<file path="src/rtl/sync_fifo_pkg.sv">
// Shared definitions for the thresholded synchronous FIFO:
// default parameter values, count-width sizing and pointer wrap helper.
// Optional feature macro used by sync_fifo_thresh: FIFO_FWFT_EN.
package sync_fifo_pkg;

    localparam int DEF_DATA_WIDTH = 8;
    localparam int DEF_DATA_DEPTH = 8;

    // Bits needed to hold an occupancy of 0..depth inclusive.
    function automatic int cnt_width(input int depth);
        return $clog2(depth + 1);
    endfunction

    // Next pointer value with an explicit wrap at depth-1, so depths that
    // are not a power of two wrap correctly.
    function automatic int unsigned ptr_next(input int unsigned ptr,
                                             input int unsigned depth);
        return (ptr == depth - 1) ? 32'd0 : ptr + 32'd1;
    endfunction

endpackage

</file>
<file path="src/rtl/sync_fifo_ram.sv">
// Storage array for sync_fifo_thresh: DATA_DEPTH x DATA_WIDTH registers,
// one synchronous write port and one asynchronous read port.
// Contents are intentionally not reset.
module sync_fifo_ram #(
    parameter int DATA_WIDTH = 8,
    parameter int DATA_DEPTH = 8,
    parameter int AW         = 3
)(
    input  logic                  clk,
    input  logic                  we,
    input  logic [AW-1:0]         waddr,
    input  logic [DATA_WIDTH-1:0] wdata,
    input  logic [AW-1:0]         raddr,
    output logic [DATA_WIDTH-1:0] rdata
);

    logic [DATA_WIDTH-1:0] mem [DATA_DEPTH];

    // Write port: store the word on an accepted write.
    always_ff @(posedge clk) begin
        if (we) begin
            mem[waddr] <= wdata;
        end
    end

    assign rdata = mem[raddr];

endmodule

</file>
<file path="src/rtl/sync_fifo_thresh.sv">
// Parametrised synchronous FIFO with occupancy count, almost-full /
// almost-empty thresholds and sticky overflow/underflow flags.
// Depth need not be a power of two.
// Build option: define FIFO_FWFT_EN for first-word-fall-through reads;
// leave it undefined for a registered (one-cycle latency) read.
module sync_fifo_thresh
    import sync_fifo_pkg::*;
#(
    parameter  int DATA_WIDTH = DEF_DATA_WIDTH,
    parameter  int DATA_DEPTH = DEF_DATA_DEPTH,
    parameter  int AF_TH      = DATA_DEPTH - 1,
    parameter  int AE_TH      = 1,
    localparam int CW         = cnt_width(DATA_DEPTH)
)(
    input  logic                  clk,
    input  logic                  rst_n,
    input  logic [DATA_WIDTH-1:0] data_in,
    input  logic                  wr_en,
    input  logic                  rd_en,
    output logic [DATA_WIDTH-1:0] data_out,
    output logic                  empty,
    output logic                  full,
    output logic                  almost_full,
    output logic                  almost_empty,
    output logic [CW-1:0]         fifo_cnt,
    output logic                  overflow,
    output logic                  underflow,
    input  logic                  err_clr
);

    localparam int            PW       = $clog2(DATA_DEPTH);
    localparam logic [CW-1:0] DEPTH_C  = CW'(DATA_DEPTH);
    localparam logic [CW-1:0] AF_TH_C  = CW'(AF_TH);
    localparam logic [CW-1:0] AE_TH_C  = CW'(AE_TH);

    logic [PW-1:0]         wr_ptr;
    logic [PW-1:0]         rd_ptr;
    logic [DATA_WIDTH-1:0] ram_rdata;
    logic                  wr_ok;
    logic                  rd_ok;

    // Request/accept semantics: wr_en and rd_en are requests sampled on the
    // rising edge. A read is accepted whenever the FIFO holds a word; a write
    // is accepted when there is room, or when full but a read is accepted in
    // the same cycle (the freed slot is reused). Rejected requests have no
    // effect on storage, pointers or count and raise the matching sticky flag.
    assign rd_ok = rd_en & ~empty;
    assign wr_ok = wr_en & (~full | rd_ok);

    // Status decodes look only at the registered count.
    assign empty        = (fifo_cnt == '0);
    assign full         = (fifo_cnt == DEPTH_C);
    assign almost_full  = (fifo_cnt >= AF_TH_C);
    assign almost_empty = (fifo_cnt <= AE_TH_C);

    sync_fifo_ram #(
        .DATA_WIDTH (DATA_WIDTH),
        .DATA_DEPTH (DATA_DEPTH),
        .AW         (PW)
    ) u_ram (
        .clk   (clk),
        .we    (wr_ok),
        .waddr (wr_ptr),
        .wdata (data_in),
        .raddr (rd_ptr),
        .rdata (ram_rdata)
    );

    // Pointer advance on accepted transfers, wrapping at DATA_DEPTH-1.
    always_ff @(posedge clk or negedge rst_n) begin
        if (!rst_n) begin
            wr_ptr <= '0;
            rd_ptr <= '0;
        end else begin
            if (wr_ok) begin
                wr_ptr <= PW'(ptr_next(32'(wr_ptr), DATA_DEPTH));
            end
            if (rd_ok) begin
                rd_ptr <= PW'(ptr_next(32'(rd_ptr), DATA_DEPTH));
            end
        end
    end

    // Occupancy count: moves only when exactly one side transfers.
    always_ff @(posedge clk or negedge rst_n) begin
        if (!rst_n) begin
            fifo_cnt <= '0;
        end else begin
            case ({wr_ok, rd_ok})
                2'b10:   fifo_cnt <= fifo_cnt + 1'b1;
                2'b01:   fifo_cnt <= fifo_cnt - 1'b1;
                default: fifo_cnt <= fifo_cnt;
            endcase
        end
    end

    // Sticky error flags; a clear wins over a same-cycle set.
    always_ff @(posedge clk or negedge rst_n) begin
        if (!rst_n) begin
            overflow  <= 1'b0;
            underflow <= 1'b0;
        end else if (err_clr) begin
            overflow  <= 1'b0;
            underflow <= 1'b0;
        end else begin
            if (wr_en && !wr_ok) begin
                overflow <= 1'b1;
            end
            if (rd_en && empty) begin
                underflow <= 1'b1;
            end
        end
    end

`ifdef FIFO_FWFT_EN
    // Head word is presented directly; rd_en acknowledges it.
    assign data_out = ram_rdata;
`else
    // Registered read: capture the head word on an accepted read and hold it.
    always_ff @(posedge clk or negedge rst_n) begin
        if (!rst_n) begin
            data_out <= '0;
        end else if (rd_ok) begin
            data_out <= ram_rdata;
        end
    end
`endif

endmodule

</file>
<file path="config.mk">
export PLATFORM = sky130hd
export DESIGN_NAME = sync_fifo_thresh
export DESIGN_NICKNAME = d
export VERILOG_FILES = /design/src/rtl/sync_fifo_pkg.sv /design/src/rtl/sync_fifo_ram.sv /design/src/rtl/sync_fifo_thresh.sv
export SDC_FILE = /design/constraint.sdc
export NUM_CORES = 1
export LEC_CHECK = 0
export ABC_AREA = 1
export CAP_MARGIN = 20
export CORE_ASPECT_RATIO = 0.75
export CORE_MARGIN = 2
export CORE_UTILIZATION = 41
export DETAILED_ROUTE_END_ITERATION = 12
export GPL_TIMING_DRIVEN = 1
export PLACE_DENSITY = 0.7
export RECOVER_POWER = 50
export SYNTH_ARGS = -nofsm -noshare
export SYNTH_HDL_FRONTEND = slang
export SYNTH_SLANG_ARGS = --single-unit
</file>
<file path="constraint.sdc">
create_clock -name clk -period 3.4 [get_ports clk]
set_clock_uncertainty 0.1 [all_clocks]
set_input_delay 0.51 -clock clk [delete_from_list [all_inputs] [get_ports clk]]
set_output_delay 0.51 -clock clk [all_outputs]
set_load 0.02 [all_outputs]
</file>
==> flow_summary_export.csv, run 1 <==
group,metric,value,unit
route,avgRoutedWirePerCell,16.6,um
global_route,antenna_found_initial,0,
die,die_area,9870,sq um
placement,dp_hpwl,5940,um
setup_path,critical_path_required,2.79,ns
sta,tns,0,ns
synth,synthTopCellsByArea,"edfxtp_1 (52%), dfrtp_1 (13%), nand2_1 (13%)",
die,die_h,86.6,um
synth,synth_top_area_share,51.6,%
setup_path,arrival,2.00,ns
global_route,busiest_layer,"met2",
clocking,path_clk_slew,0.06,ns
setup_path,cpMostUsedCell,"inv_1",
global_route,grt_pass1_vias,2467,
sta,holdWs,0.302,ns
setup_path,critPathLaunch,"fifo_cnt[0]",
route,routed_wl,8560,um
global_route,grt_overflow,0,
setup_path,crit_path_cell_trace,"inv_1 > ha_1 > nand3_1 > inv_1 > clkdlybuf4s50_1",
route,first_pass_iters,6,
flow_run,maxCapViolCount,0,
power_and_ir_drop,p_clk_share,24.6,%
sta,fin_crit,2.61,ns
global_route,grt_pass1_wl,13400,um
clocking,hold_buffers,0,
setup_path,cp_max_fo,7,
setup_path,critPathMaxStageDelay,0.60,ns
setup_path,slowest_stage,"clkdlybuf4s50_1",
setup_path,start_kind,"flop",
die,core,8930,sq um
final_layout,drive_gt1_share,5.46,%
sta,hold_viol,0,
power_and_ir_drop,ir_drop,263,uV
die,die_w,114,um
clocking,worstSkewPairLatency,0.33,ns
die,num_rows,30,
clocking,cts_tree,"yes",
final_layout,stdcell_count,515,
sta,finalCritPeriodShare,76.9,%
setup_path,reg2reg_to,"u_ram.mem[0][7]",
synth,avgSynthCellArea,10.1,sq um
clocking,cts_resized,0,
synth,ys_types,26,
synth,seq_area_frac_synth,65.0,%
synth,synth_seq_cells,84,
route,dr.first_iter.drc_count,348,
route,vias_per_cell,5.13,
power_and_ir_drop,p_int,2440,uW
global_route,grt_max_degree,35,
die,start_util,41.7,%
synth,syn_nets,389,
clocking,cts.root.buffer_cell,"clkbuf_16",
synth,yosysTopAreaCell,"edfxtp_1",
synth,ys_warn_count,0,
setup_path,reg2regPathDepth,7,
clocking,post-cts-setup-buffers,0,
setup_path,reg2reg_setup_slack,0.87,ns
setup_path,crit_buf_inv,3,
route,drc_errors,0,
setup_path,end_kind,"output port",
synth,syn_area,3730,sq um
power_and_ir_drop,combPwrFrac,37.2,%
die,ios,31,
sta,max_freq,0.383,GHz
placement,dpl.cell_count,498,
global_route,grt_use_total,18.3,%
global_route,grt_use_met1,26.2,%
power_and_ir_drop,leakage,0.00185,uW
placement,gp_routability_congestion,0.851,
sta,worstMarginPinSlew,1.09,ns
placement,placed_area,4100,sq um
power_and_ir_drop,power_density,889,nW/um^2
sta,final-setup-viol-count,0,
setup_path,crit_family,"buffers and inverters",
sta,rsz0062_at_grt,"no",
sta,drv_slew,0,
setup_path,reg2reg_from,"fifo_cnt[0]",
setup_path,worstSetupPathDepth,5,
setup_path,cp-endpoint,"full",
power_and_ir_drop,p_sw_share,37.5,%
clocking,cts_buffers,9,
power_and_ir_drop,seqPwrFrac,38.3,%
clocking,cts-htree-levels,3,
status,status,"finished, final reports clean",
final_layout,design_area,4380,sq um
clocking,clk_path_buf_depth,2,
final_layout,antennaDiodeCount,0,
final_layout,nFillCells,834,
power_and_ir_drop,p_switching,1460,uW
placement,port_buffers,30,
setup_path,path_class,"reg -> out",
final_layout,area_growth,17.6,%
clocking,cts.sinks,84,
global_route,grtUsageMet2,27.5,%
power_and_ir_drop,power.total,3900,uW
global_route,grtUsageMet3,5.52,%
synth,syn_inst,368,
min_path,hold_class,"in -> async",
sta,max_slew_margin,27.3,%
final_layout,layout.nets,419,
route,detail-route-antenna-nets,0,
route,vias,2643,
[flip-flops by register name (all words and copies together), names as in the netlist]
| signal | cells |
|---|---|
| data_out | 8 |
| fifo_cnt | 4 |
| overflow | 1 |
| rd_ptr | 3 |
| u_ram.mem | 64 |
| underflow | 1 |
| wr_ptr | 3 |
[kinds of logic after synthesis]
| group | share of synthesized area (%) |
|---|---|
| simple gates | 23.4 |
| fa+ha+maj | 2.69 |
| flops | 65.0 |
| buf+inv | 5.67 |
| compound gates | 2.72 |
| xor+xnor | 0.470 |
[power groups by stage]
stage	clock [uW]	combinational, uW	sequential, uW
after detailed placement	0	1460	1510
after global routing	1010	1600	1520
after CTS	973	1480	1490
after floorplan	0	950	1530
final	957	1450	1490
after global placement	0	1430	1500
[worst reg2reg max path, cell delays in order (launching register included)]
cell and delay [ns]:
dfrtp_1 0.46, inv_1 0.14, ha_1 0.23, nand3_1 0.15
o21ai_0 0.15, inv_1 0.22, nand2_2 0.14, nor2_1 0.56
[through the flow]
step	utilization, %	setup slack, ns
after floorplan	-	1.24
after global placement	45.9	0.962
after detailed placement	45.9	0.878
after CTS	49.2	0.694
after global routing	49.1	0.610
final	49.1	0.787
[placed cells by master, fill, tap and decap left out]
cell type / Yosys / final
clkinvlp_4: 0 / 1
nor2_4: 1 / 1
dfrtp_1: 20 / 20
clkinv_1: 2 / 2
nand2_2: 2 / 2
o21ai_0: 9 / 12
ha_1: 8 / 8
clkinv_4: 0 / 1
nor2_1: 27 / 27
edfxtp_1: 64 / 64
xor2_1: 1 / 1
xnor2_1: 1 / 1
clkdlybuf4s50_1: 0 / 21
nand3_1: 42 / 42
clkbuf_16: 0 / 9
inv_1: 30 / 32
o21a_1: 1 / 1
nor2_2: 1 / 1
nand2_1: 127 / 129
dlygate4sd3_1: 0 / 9
nand4_1: 2 / 2
bufinv_16: 0 / 1
nand3_2: 2 / 2
o21ai_1: 6 / 4
a21oi_1: 2 / 2
buf_4: 0 / 2
clkbuf_8: 0 / 1
clkbuf_1: 2 / 4
inv_2: 3 / 1
[cell type report]
class	count	area, sq um	area share, %
flip-flops and latches	84	2420	55.3
multi-input cells	235	1070	24.5
repair buffers	33	319	7.28
clock buffers	13	250	5.71
well taps	112	140	3.20
inverters	35	131	3.00
clock inverters	3	46.3	1.06
[Yosys cell counts (all sizes together)]
master  count
nand2     131
edfxtp     64
nand3      44
inv        33
nor2       29
dfrtp      20
o21ai      16
buf        11
ha          8
clkbuf      3
a21oi       2
clkinv      2
nand4       2
o21a        1
xnor2       1
xor2        1
[per-layer routing]
layer  wire length [um]  up-vias
met1               3880     1249
met4                 94        0
li1                   -     1264
met3                755       10
met2               3830      120
met5                  0        -
[worst min-delay path by stage]
stage           startpoint           to  slack [ns]
2_1_floorplan        rst_n  data_out[0]        0.11
3_3_place_gp   data_out[2]  data_out[2]        0.36
3_5_place_dp   data_out[4]  data_out[4]        0.37
4_1_cts        data_out[4]  data_out[4]        0.38
5_1_grt              rst_n  data_out[1]        0.31
6_report             rst_n  data_out[1]        0.30
No activity file was read; power rests on OpenSTA's default activity.
==> run 2, diff against run 1 <==
PLACE_DENSITY = 0.72   (was 0.7)
clock period = 2.3 ns   (was 3.4 ns; I/O delays follow)
==> flow_summary_export.csv, run 2 (synthesized netlist as in run 1, its figures left out) <==
group,metric,value,unit
final_layout,final_common_cell,"nand2_1",
final_layout,nFillCells,813,
sta,final-setup-viol-count,0,
route,first_pass_iters,4,
placement,placed_area,4210,sq um
setup_path,path_class,"reg -> out",
sta,finalCritPeriodShare,95.4,%
route,avgRoutedWirePerCell,14.7,um
power_and_ir_drop,power_density,1270,nW/um^2
power_and_ir_drop,ir_drop,536,uV
global_route,grt_pass1_wl,12600,um
min_path,min_from,"data_out[3]",
route,drc_errors,0,
sta,tns,0,ns
power_and_ir_drop,leakage,0.00195,uW
setup_path,end_kind,"output port",
die,die_area,9870,sq um
final_layout,design_area,4490,sq um
global_route,antenna_found_initial,0,
setup_path,cp_max_fo,7,
min_path,hold_class,"reg -> reg",
power_and_ir_drop,seqPwrFrac,38.3,%
flow_run,maxCapViolCount,0,
setup_path,critical_path_required,1.86,ns
setup_path,reg2reg_from,"fifo_cnt[1]",
sta,max_freq,0.456,GHz
final_layout,largest_registers,"u_ram.mem: 64 flops, data_out: 8 flops, fifo_cnt: 4 flops",
final_layout,area_growth,20.4,%
global_route,grt_max_degree,35,
final_layout,drive_gt1_share,9.62,%
sta,hold_viol,0,
route,routed_wl,7790,um
placement,gp_routability_congestion,0.901,
sta,rsz0062_at_grt,"no",
global_route,grt_overflow,0,
final_layout,final_core_util,50.2,%
clocking,path_clk_slew,0.06,ns
setup_path,arrival,1.75,ns
setup_path,critPathLaunch,"fifo_cnt[1]",
final_layout,layout.nets,432,
clocking,cts-htree-levels,3,
sta,fin_crit,2.20,ns
clocking,worstSkewPairLatency,0.34,ns
die,start_util,41.7,%
status,status,"finished, final reports clean",
power_and_ir_drop,combPwrFrac,38.2,%
final_layout,antennaDiodeCount,0,
die,core,8930,sq um
sta,max_slew_margin,20.8,%
final_layout,largest_reg_flops,64,
power_and_ir_drop,p_switching,2180,uW
power_and_ir_drop,p_sw_share,38.3,%
setup_path,start_kind,"flop",
route,vias_per_cell,4.99,
clocking,hold_buffers,0,
sta,worstMarginPinSlew,1.19,ns
global_route,grt_use_total,17.4,%
final_layout,multi_input_area,1080,sq um
die,die_w,114,um
die,die_h,86.6,um
route,wl_met3,461,um
global_route,grt_pass1_vias,2503,
placement,port_buffers,30,
clocking,cts.sinks,84,
die,ios,31,
route,vias,2636,
final_layout,ff_latch_area,2420,sq um
power_and_ir_drop,p_int,3520,uW
final_layout,mostFrequentLayoutCells,"nand2_1 (128), edfxtp_1 (64), nand3_1 (42)",
clocking,cts.root.buffer_cell,"clkbuf_16",
sta,drv_slew,0,
power_and_ir_drop,p_clk_share,23.6,%
route,wl_met1,3690,um
route,dr_wl_met2,3540,um
clocking,post-cts-setup-buffers,0,
route,top_layer_used,"met4",
final_layout,largest_register,"u_ram.mem",
clocking,cts_buffers,9,
clocking,cts_tree,"yes",
die,num_rows,30,
route,detail-route-antenna-nets,0,
route,dr.first_iter.drc_count,195,
clocking,clk_path_buf_depth,2,
placement,dp_hpwl,5430,um
## run 2: changes by cell type in the layout (fill, tap and decap cells not counted), moves of 2 or more
cell / delta
clkbuf_1: -3
o21ai_0: -2
buf_4: +13
dlymetal6s2s_1: +2
clkdlybuf4s50_1: -5
## run 2: timing repair
action                     in CTS  in global routing
gates cloned                    0                  0
setup endpoints to repair       2                  3
resized for setup               2                  3
## run 2: through the flow
stage          instances  total power (uW)  hold slack, ns  worst slack (ns)
2_1_floorplan        368              3660         -0.0506             0.136
3_3_place_gp         512              4370           0.363             0.250
3_5_place_dp         512              4440           0.366             0.195
4_1_cts              528              5780           0.248           0.00126
5_1_grt              528              6110           0.414            0.0334
6_report             528              5710           0.378             0.105
## run 2: critical path, stage by stage (launching register included)
cell and delay [ns]:
dfrtp_1 0.45, inv_1 0.12, ha_1 0.22, nand2_1 0.21, inv_1 0.09, dlygate4sd2_1 0.33
## run 2: layout make-up
type	count	area share, %
Multi-Input combinational cell	235	24.2
Inverter	35	2.93
Tap cell	112	3.12
Clock inverter	7	1.39
Timing Repair Buffer	46	9.37
Sequential cell	84	54.0
Clock buffer	9	5.02
## run 2: final timing paths
check,to,slack [ns],depth (start not counted)
worst max register to register,u_ram.mem[3][1],0.20,8
max in group asynchronous,data_out[7],0.73,2
worst min register to register,data_out[3],0.38,2
worst min-delay path,data_out[3],0.38,2
worst max-delay path,empty,0.10,5
min in group asynchronous,data_out[0],0.66,2
## run 2: power by group through the flow
stage	Clock (uW)	Combinational, uW	Sequential (uW)
after floorplan	0	1400	2260
after global placement	0	2160	2210
after detailed placement	0	2220	2220
after CTS	1380	2220	2190
after global routing	1450	2440	2220
final	1350	2180	2180
## run 2: metal layers
metal,vias to the layer above,GRT usage [%]
met4,0,4.66
met3,10,6.36
met1,1251,23.2
met2,75,27.3
met5,-,0
li1,1300,-
